--- src/rtl/sm_alu_arbiter.sv ---
// rtl/sm_alu_arbiter.sv - two-requester arbiter sharing one sign-magnitude subtractor
//
// subtractor: combinational sign-magnitude A - B.
//   i_a, i_b   [N-1:0]  operands, MSB = sign, [N-2:0] = magnitude
//   o_diff     [N-1:0]  result; a zero magnitude is always reported as +0
//   o_carry             carry out of the magnitude (only possible when signs differ)
//
// sm_alu_arbiter: accepts ADD/SUB requests from two requesters, runs one at a
// time through IDLE -> EXEC -> RESP and returns the result to the owner.
//   clk, rst_n                   clock, asynchronous active-low reset
//   in_req_valid / o_req_ready   [1:0] request handshake, bit i = requester i
//   in_op                        [1:0] 0 = SUB (a-b), 1 = ADD (a+b)
//   in_a, in_b                   [2N-1:0] operands, requester i at [i*N +: N]
//   o_rsp_valid / in_rsp_ready   [1:0] response handshake, only the owner's bit counts
//   o_out, o_carry               registered result, held through RESP
//   o_busy                       high whenever an operation is in flight
// Build option ARB_ROUND_ROBIN_EN: round-robin between simultaneous requests;
// without it requester 0 has fixed priority.

module subtractor #(
    parameter int N = 8
) (
    input  logic [N-1:0] i_a,
    input  logic [N-1:0] i_b,
    output logic [N-1:0] o_diff,
    output logic         o_carry
);
    logic         w_sa, w_sb, w_diff_sign, w_ge, w_sign;
    logic [N-2:0] w_ma, w_mb, w_dif, w_mag;
    logic [N-1:0] w_add;

    assign w_sa        = i_a[N-1];
    assign w_sb        = i_b[N-1];
    assign w_ma        = i_a[N-2:0];
    assign w_mb        = i_b[N-2:0];
    assign w_diff_sign = w_sa ^ w_sb;

    // Opposite signs: magnitudes add, sign follows A.
    // Equal signs: magnitudes subtract, sign flips when |B| > |A|.
    assign w_add   = {1'b0, w_ma} + {1'b0, w_mb};
    assign w_ge    = (w_ma >= w_mb);
    assign w_dif   = w_ge ? (w_ma - w_mb) : (w_mb - w_ma);
    assign w_mag   = w_diff_sign ? w_add[N-2:0] : w_dif;
    assign w_sign  = w_diff_sign ? w_sa : (w_ge ? w_sa : ~w_sa);
    assign o_carry = w_diff_sign & w_add[N-1];
    assign o_diff  = (w_mag == '0) ? '0 : {w_sign, w_mag};
endmodule

module sm_alu_arbiter #(
    parameter int N = 8
) (
    input  logic           clk,
    input  logic           rst_n,
    input  logic [1:0]     in_req_valid,
    output logic [1:0]     o_req_ready,
    input  logic [1:0]     in_op,
    input  logic [2*N-1:0] in_a,
    input  logic [2*N-1:0] in_b,
    output logic [1:0]     o_rsp_valid,
    input  logic [1:0]     in_rsp_ready,
    output logic [N-1:0]   o_out,
    output logic           o_carry,
    output logic           o_busy
);
    typedef enum logic [1:0] {
        S_IDLE = 2'd0,
        S_EXEC = 2'd1,
        S_RESP = 2'd2
    } state_t;

    state_t       r_state;
    logic [N-1:0] r_a, r_b, r_out;
    logic         r_op, r_owner, r_carry, r_busy;
    logic [1:0]   r_rsp_valid;

    logic [1:0]   w_grant;
    logic         w_prefer0, w_sel, w_accept;
    logic [N-1:0] w_b_eff, w_sub_out;
    logic         w_sub_carry;

`ifdef ARB_ROUND_ROBIN_EN
    // Last granted requester; reset to 1 so requester 0 wins the first tie.
    logic r_ptr;
    assign w_prefer0 = r_ptr;
`else
    assign w_prefer0 = 1'b1;
`endif

    always_comb begin
        w_grant = 2'b00;
        if (r_state == S_IDLE) begin
            if (in_req_valid[0] && (!in_req_valid[1] || w_prefer0))
                w_grant = 2'b01;
            else if (in_req_valid[1])
                w_grant = 2'b10;
        end
    end

    assign w_accept = |w_grant;
    assign w_sel    = w_grant[1];

    // ADD is performed as A - (-B).
    assign w_b_eff = r_op ? {~r_b[N-1], r_b[N-2:0]} : r_b;

    subtractor #(.N(N)) u_sub (
        .i_a     (r_a),
        .i_b     (w_b_eff),
        .o_diff  (w_sub_out),
        .o_carry (w_sub_carry)
    );

    always_ff @(posedge clk or negedge rst_n) begin
        if (!rst_n) begin
            r_state     <= S_IDLE;
            r_a         <= '0;
            r_b         <= '0;
            r_op        <= 1'b0;
            r_owner     <= 1'b0;
            r_out       <= '0;
            r_carry     <= 1'b0;
            r_busy      <= 1'b0;
            r_rsp_valid <= 2'b00;
`ifdef ARB_ROUND_ROBIN_EN
            r_ptr       <= 1'b1;
`endif
        end else begin
            case (r_state)
                S_IDLE: begin
                    if (w_accept) begin
                        r_a     <= w_sel ? in_a[2*N-1:N] : in_a[N-1:0];
                        r_b     <= w_sel ? in_b[2*N-1:N] : in_b[N-1:0];
                        r_op    <= in_op[w_sel];
                        r_owner <= w_sel;
                        r_busy  <= 1'b1;
`ifdef ARB_ROUND_ROBIN_EN
                        r_ptr   <= w_sel;
`endif
                        r_state <= S_EXEC;
                    end
                end
                S_EXEC: begin
                    r_out       <= w_sub_out;
                    r_carry     <= w_sub_carry;
                    r_rsp_valid <= r_owner ? 2'b10 : 2'b01;
                    r_state     <= S_RESP;
                end
                S_RESP: begin
                    if (in_rsp_ready[r_owner]) begin
                        r_rsp_valid <= 2'b00;
                        r_busy      <= 1'b0;
                        r_state     <= S_IDLE;
                    end
                end
                default: begin
                    r_rsp_valid <= 2'b00;
                    r_busy      <= 1'b0;
                    r_state     <= S_IDLE;
                end
            endcase
        end
    end

    assign o_req_ready = w_grant;
    assign o_rsp_valid = r_rsp_valid;
    assign o_out       = r_out;
    assign o_carry     = r_carry;
    assign o_busy      = r_busy;
endmodule
--- config.mk ---
export PLATFORM = sky130hd
export DESIGN_NAME = sm_alu_arbiter
export DESIGN_NICKNAME = d
export VERILOG_FILES = /design/src/rtl/sm_alu_arbiter.sv
export SDC_FILE = /design/constraint.sdc
export NUM_CORES = 1
export LEC_CHECK = 0
export BUFFER_PORTS_ARGS = -buffer_cell sky130_fd_sc_hd__buf_2
export CAP_MARGIN = 15
export CORE_MARGIN = 1.5
export CORE_UTILIZATION = 58
export CTS_CLUSTER_SIZE = 20
export DETAILED_ROUTE_END_ITERATION = 8
export HOLD_SLACK_MARGIN = 0.03
export PLACE_DENSITY = 0.84
export SLEW_MARGIN = 20
export SYNTH_ARGS = -nofsm -noshare
export SYNTH_HDL_FRONTEND = slang
export SYNTH_SLANG_ARGS = --single-unit
--- constraint.sdc ---
create_clock -name clk -period 4.8 [get_ports clk]
set_input_delay 1.2 -clock clk [delete_from_list [all_inputs] [get_ports clk]]
set_output_delay 1.2 -clock clk [all_outputs]
set_load 0.02 [all_outputs]
==> summary.txt, run 1 <==
Timing
  • Period utilization: about 70%
  • Worst hold slack: 472.2 ps
  • Final min period: roughly 3300 ps
  • Final setup TNS: 0 ps
  • Worst Max-Slew Pin Slew: 938.6 ps
  • Setup violations, final: 0
  • Slew margin rel.: 36.98%
  • Fin. max-slew vios: 0
  • Fmax: approximately 300 MHz
  • Fin. Hold Viols: 0
  • RSZ-0062 raised after global routing: false
  • Clk_skew: ~4.6 ps

Yosys
  • Register bit total from synthesis: 32
  • Post-Syn Area: approximately 2300 µm²
  • Syn Area/Cell: 9.507 µm²
  • Leading area contributor after synthesis: dfrtp_1
  • Yosys Warn Count: 0
  • Post-synth EDFFs: 0
  • Synth cell types: 54
  • Most used DFF post-synth: dfrtp_1
  • Mapped Nets: 308
  • Share of the synthesized area in the top cell type: between 30% and 40%
  • Syn Inst Count: 244
  • Asr flop ratio synth: 100.0%
  • Synth top area cells: dfrtp_1 35%, ha_1 11%, a222oi_1 7.3%, inv_1 6.5%, a21oi_1 3.2%
  • Post-synthesis sequential area ratio: between 30% and 40%

Die
  • Row count: 22
  • # IOs: 54
  • Die area: approximately 4400 µm²
  • Initial Util: between 60% and 70%
  • Die H: between 60 and 70 µm
  • Core ar.: ~3700 µm²
  • Die width: about 66 µm

Clock network
  • CTS Buffer Depth: 2
  • Post-CTS Setup Bufs: 0
  • CTS clock-pin slew for the worst setup and hold paths: approximately 70 ps
  • CTS resizes: 0
  • Root Driver: clkbuf_8
  • CTS sink count: 32
  • CTS Hold Bufs: 0
  • TritonCTS clock tree: yes
  • TritonCTS Buffers: 5
  • Htree depth: 2
  • Worst-Skew Late Latency: just under 300 ps

Global route
  • Gr ovfl total: 0
  • Initial antenna violation count: 0
  • First-pass GRT wire length: 8535 µm
  • Tot GR Track Use: between 20 and 30%
  • Pin count of the biggest net entering global routing: 33
  • Number of global-route vias before repair: ~1900

Cells and area
  • N_diodes: 0
  • Commonest non-fill, non-tap cells in the layout: 53 x buf_2, 40 x inv_1, 32 x dfrtp_1, 21 x ha_1
  • Area grow syn2layout: 15.91%
  • Fraction of layout cells with a size suffix above 1: around a quarter
  • Final std cells w/o fill: about 340
  • Commonest non-fill, non-tap cell in the layout: buf_2
  • Final #Nets: between 300 and 400
  • Filler instances: roughly 310

Route
  • Number of DRC markers in iteration 0: 158
  • Vias: about 2100
  • Routed WL per cell: 14.80 µm
  • Total Routed Length: between 5000 and 6000 µm
  • Pre-Repair DR Iteration Count: 7
  • DR vias/cell: around 6
  • Antenna Nets Post-Route: 0
  • DRC: 0

Flow run
  • Max Cap Violations: 0

Placed design
  • Post-Place Cells: between 300 and 400
  • Port Buffers: 53
  • DP HPWL: between 3000 and 4000 µm
  • Gp weighted congestion: between 0.8 and 0.9

Status
  • Outcome: finished clean

Critical path
  • Critical Path Fanout Max: 19
  • Worst R2R Setup Slack: 2080 ps
  • Critical Path End Type: output port
  • Crit Path Category: primary input to output port
  • Critical path arrival: approximately 2200 ps
  • Critical Path RT: 3600 ps
  • CP Launch Type: primary input

Worst hold path
  • Min-Delay Path Class: register to register
-- layer usage --
metal	part of all wire, %	vias to the layer above	wire (µm)	global-route usage (%)
li1	-	993	-	-
met5	0	-	0	0
met4	2.8	0	144	13.01
met2	46	104	2342	40.00
met3	6.7	17	341	4.600
met1	44	977	2261	34.32
-- synthesized netlist by cell type, types with 4 or more instances --
| library cell | n |
|---|---|
| o21ai_0 | 7 |
| nand2_1 | 17 |
| ha_1 | 21 |
| inv_1 | 40 |
| clkbuf_1 | 6 |
| o21ai_1 | 5 |
| dfrtp_1 | 32 |
| nor3_1 | 4 |
| a222oi_1 | 17 |
| a21oi_1 | 15 |
| o21a_1 | 7 |
| mux2i_1 | 4 |
| nor2b_1 | 5 |
| nor2_1 | 8 |
-- kinds of logic (layout without fill, tap and decap cells) --
| kind of cell | after synthesis | in the layout | share of synthesized area [%] |
|---|---|---|---|
| fa+ha+maj | 24 | 24 | 13.92 |
| compound gates | 78 | 78 | 26.48 |
| mux | 8 | 8 | 3.829 |
| flops | 32 | 32 | 34.52 |
| buf+inv | 51 | 103 | 9.007 |
| simple gates | 47 | 47 | 10.09 |
| xor+xnor | 4 | 4 | 2.158 |
-- path summary, 6_finish.rpt --
check | start | endpoint | cells after the start
max | in_req_valid[0] | o_req_ready[0] | 3
min in group asynchronous | rst_n | r_a[0]$_DFFE_PN0P_ | 1
min | o_out[2]$_DFFE_PN0P_ | o_out[2]$_DFFE_PN0P_ | 2
max reg2reg | r_a[4]$_DFFE_PN0P_ | o_out[7]$_DFFE_PN0P_ | 9
max in group asynchronous | rst_n | o_out[4]$_DFFE_PN0P_ | 1
min reg2reg | o_out[2]$_DFFE_PN0P_ | o_out[2]$_DFFE_PN0P_ | 2
-- state kept, by name, summed over array words and instances, names as in the netlist, 2 cells and up --
signal and count:
o_out 8, o_rsp_valid 2, r_a 8, r_b 8
r_state 2
-- critical path, stage by stage --
cell,delay [ps]
buf_2,100
and2_1,560
buf_2,290
-- cell type report --
type	instances	area, µm²	share of cell area [%]
Sequential cell	32	800.8	29.78
Tap cell	48	60.06	2.234
Clock inverter	3	18.77	0.6980
Clock buffer	5	68.82	2.559
Multi-Input combinational cell	161	1310	48.72
Timing Repair Buffer	55	280.3	10.42
Inverter	40	150.1	5.584
-- per-stage QoR --
stage	utilization [%]	instance area (µm²)	setup WS (ps)
4_1_cts	71.82	2689	1487
3_3_place_gp	69.49	2601	1533
6_report	71.82	2689	1454
5_1_grt	71.82	2689	1356
2_1_floorplan	-	2320	1619
3_5_place_dp	69.49	2601	1489
Power of run 1 is not shown: default switching activity piles up to over one toggle a cycle in this logic, so the estimate is an artifact.
==> run 2, diff against run 1 <==
--- a/config.mk
+++ b/config.mk
@@ -5,14 +5,15 @@
 export SDC_FILE = /design/constraint.sdc
 export NUM_CORES = 1
 export LEC_CHECK = 0
+export ABC_AREA = 1
 export BUFFER_PORTS_ARGS = -buffer_cell sky130_fd_sc_hd__buf_2
 export CAP_MARGIN = 15
 export CORE_MARGIN = 1.5
-export CORE_UTILIZATION = 58
+export CORE_UTILIZATION = 50
 export CTS_CLUSTER_SIZE = 20
 export DETAILED_ROUTE_END_ITERATION = 8
 export HOLD_SLACK_MARGIN = 0.03
-export PLACE_DENSITY = 0.84
+export PLACE_DENSITY = 0.76
 export SLEW_MARGIN = 20
 export SYNTH_ARGS = -nofsm -noshare
 export SYNTH_HDL_FRONTEND = slang
==> constraint.sdc (replaced) <==
create_clock -name clk -period 2.85 [get_ports clk]
set_input_delay 0.7125 -clock clk [delete_from_list [all_inputs] [get_ports clk]]
set_output_delay 0.7125 -clock clk [all_outputs]
set_load 0.02 [all_outputs]
==> run 2 against run 1 <==
  * Clock skew about the same
  * Sequential cell count unchanged
  * Global-route usage down 3.7 points
  * Sequential share of layout area shrank 1.9 points
  * First-iteration DRC count fell by 19%
  * Die area grew 23%
  * Non-clock buffer count shrank 1
  * Final cell count is 35% higher
  * Via count up 8.7%
  * Area after synthesis up 7.2%
  * Cell area up 6.9%
  * Register-to-register slack lost 1500 ps
==> summary.txt, run 2 <==
Route
  • DR vias/cell: 4.907 (was 6.078)
  • DRC: 0 (unchanged)
  • Antenna Nets Post-Route: 0 (unchanged)
  • Vias: 2272 (was 2091)
  • Number of DRC markers in iteration 0: 128 (was 158)
  • Total Routed Length: 5591 µm (was 5090 µm)
  • Pre-Repair DR Iteration Count: 4 (was 7)
  • Routed WL per cell: 12.08 µm (was 14.80 µm)

Cells and area
  • Fraction of layout cells with a size suffix above 1: 20.45% (was 25.34%)
  • N_diodes: 0 (unchanged)
  • Final instance area: 2874 µm² (was 2689 µm²)
  • Commonest non-fill, non-tap cells in the layout: 120 x nand2_1, 53 x buf_2, 48 x inv_1, 32 x dfrtp_1, 21 x ha_1 (was 53 x buf_2, 40 x inv_1, 32 x dfrtp_1, 21 x ha_1)
  • Commonest non-fill, non-tap cell in the layout: nand2_1 (was buf_2)
  • Final #Nets: 459 (was 359)
  • Final std cells w/o fill: 463 (was 344)
  • Area grow syn2layout: 15.54% (was 15.91%)

Yosys
  • Syn Inst Count: 343 (was 244)
  • Mapped Nets: 407 (was 308)
  • Top-count cell post-synth: nand2_1 (was inv_1)
  • Yosys Warn Count: 0 (unchanged)
  • Syn Area/Cell: 7.252 µm² (was 9.507 µm²)
  • Synth cell types: 27 (was 54)
  • Synth top cells by count: 120 x nand2_1, 48 x inv_1, 32 x dfrtp_1 (was 40 x inv_1, 32 x dfrtp_1, 21 x ha_1)
  • Asr flop ratio synth: 100.0% (unchanged)
  • Share of the synthesized area in the top cell type: 32.19% (was 34.52%)
  • Post-synthesis sequential area ratio: 32.19% (was 34.52%)
  • Synth top area cells: dfrtp_1 32%, nand2_1 18%, ha_1 11%, inv_1 7.2%, o211ai_1 3.9% (was dfrtp_1 35%, ha_1 11%, a222oi_1 7.3%, inv_1 6.5%, a21oi_1 3.2%)
  • Register bit total from synthesis: 32 (unchanged)
  • Most used DFF post-synth: dfrtp_1 (unchanged)
  • Post-synth EDFFs: 0 (unchanged)
  • Leading area contributor after synthesis: dfrtp_1 (unchanged)
  • Post-Syn Area: 2487 µm² (was 2320 µm²)

Worst hold path
  • Min-Delay Path Class: primary input to asynchronous set/reset pin (was register to register)

Timing
  • Period utilization: between 70% and 80%
  • Clk_skew: 4.633 ps (was 4.615 ps)
  • Fmax: 447.4 MHz
  • Final setup TNS: 0 ps (unchanged)
  • Final min period: about 2200 ps
  • Slew margin rel.: 52.08% (was 36.98%)
  • Worst hold slack: 475.0 ps (was 472.2 ps)
  • Setup violations, final: 0 (unchanged)
  • Worst Max-Slew Pin Slew: 718.9 ps (was 938.6 ps)
  • RSZ-0062 raised after global routing: false (unchanged)
  • Fin. Hold Viols: 0 (unchanged)
  • Fin. max-slew vios: 0 (unchanged)

Global route
  • Gr ovfl total: 0 (unchanged)
  • Number of global-route vias before repair: 2004 (was 1909)
  • Pin count of the biggest net entering global routing: 33 (unchanged)
  • Initial antenna violation count: 0 (unchanged)
  • Tot GR Track Use: 22.08% (was 25.74%)
  • First-pass GRT wire length: 9094 µm (was 8535 µm)

Flow run
  • Max Cap Violations: 0 (unchanged)

Die
  • # IOs: 54 (unchanged)
  • Core ar.: 4755 µm² (was 3744 µm²)
  • Initial Util: 52.32% (was 61.97%)
  • Die area: 5407 µm² (was 4388 µm²)
  • Die H: 73.53 µm (was 66.24 µm)
  • Die width: 73.53 µm (was 66.24 µm)
  • Row count: 25 (was 22)

Placed design
  • Gp weighted congestion: 0.9449 (was 0.8806)
  • Post-Place Cells: 455 (was 336)
  • Port Buffers: 53 (unchanged)
  • DP HPWL: 4405 µm (was 3807 µm)
  • Placed instance area: 2780 µm² (was 2601 µm²)

Clock network
  • TritonCTS clock tree: yes (unchanged)
  • Htree depth: 2 (unchanged)
  • Worst-Skew Late Latency: 290 ps (about the same)
  • Root Driver: clkbuf_8 (unchanged)
  • CTS sink count: 32 (unchanged)
  • CTS clock-pin slew for the worst setup and hold paths: 70 ps (about the same)
  • CTS resizes: 0 (unchanged)
  • CTS Hold Bufs: 0 (unchanged)
  • TritonCTS Buffers: 5 (unchanged)
  • Post-CTS Setup Bufs: 0 (unchanged)
  • CTS Buffer Depth: 2 (unchanged)

Critical path
  • CP Launch Type: register (was primary input)
  • Critical Path Fanout Max: 10 (was 19)
  • Critical Path End Type: register (was output port)
  • Critical path arrival: 2420 ps (was 2150 ps)
  • Crit Path Category: register to register (was primary input to output port)
  • Critical Path RT: 3030 ps (was 3600 ps)
  • Worst Reg-to-Reg Cells: 15 (was 9)

Status
  • Outcome: finished clean (unchanged)
-- run 2: cell families (layout without fill, tap and decap cells) --
family / after synthesis / count (layout) / synth area share, %
adders and majority gates: 24 / 24 / 12.98
DFF: 32 / 32 / 32.19
buffers and inverters: 59 / 112 / 10.11
and+or+nand+nor: 177 / 177 / 31.09
AOI/OAI and AO/OA: 40 / 40 / 9.758
xor gates and xnor gates: 11 / 11 / 3.874
-- run 2: layer usage --
layer / global-route usage [%] / vias to the layer above / routed length [µm]
met3: 4.390 / 10 / 319
met4: 6.996 / 0 / 90
met2: 33.53 / 72 / 2524
li1: - / 1178 / -
met5: 0 / - / 0
met1: 31.57 / 1012 / 2658
-- run 2: worst max-delay path: stages, from the launching register on --
cell	delay [ps]
dfrtp_1	390
inv_1	80
ha_1	570
nand3_1	190
nand2_1	140
nand2_1	80
nand3_2	120
nand2_1	70
nand3_1	60
nand2_1	60
inv_1	70
nand2_1	60
nor2_1	80
nand2_1	60
nand2_1	50
nand2_1	40
-- run 2: through the flow --
step | worst slack (ps) | util (%)
6_report | 615.1 | 60.45
5_1_grt | 408.9 | 60.45
4_1_cts | 617.7 | 60.45
3_5_place_dp | 642.4 | 58.47
3_3_place_gp | 684.7 | 58.47
2_1_floorplan | 748.1 | -
-- run 2: path summary, 6_finish.rpt --
kind,from,end,slack (ps)
max in group asynchronous,rst_n,r_state[0]$_DFFE_PN0P_,1910
worst max-delay path,r_a[2]$_DFFE_PN0P_,o_out[7]$_DFFE_PN0P_,620
worst min-delay path,rst_n,o_out[6]$_DFFE_PN0P_,480
worst max register to register,r_a[2]$_DFFE_PN0P_,o_out[7]$_DFFE_PN0P_,620
worst min register to register,o_out[2]$_DFFE_PN0P_,o_out[2]$_DFFE_PN0P_,480
min in group clk,o_out[2]$_DFFE_PN0P_,o_out[2]$_DFFE_PN0P_,480
-- run 2: cell type report --
| class | instances | area (µm²) |
|---|---|---|
| tap | 67 | 83.83 |
| clock buffer | 7 | 86.33 |
| sequential | 32 | 800.8 |
| inverter | 50 | 187.7 |
| clock inverter | 1 | 7.507 |
| multi-input combinational | 252 | 1435 |
| fill | 451 | 1881 |
| timing repair buffer | 54 | 272.8 |
Power of run 2 is left out for the same reason.
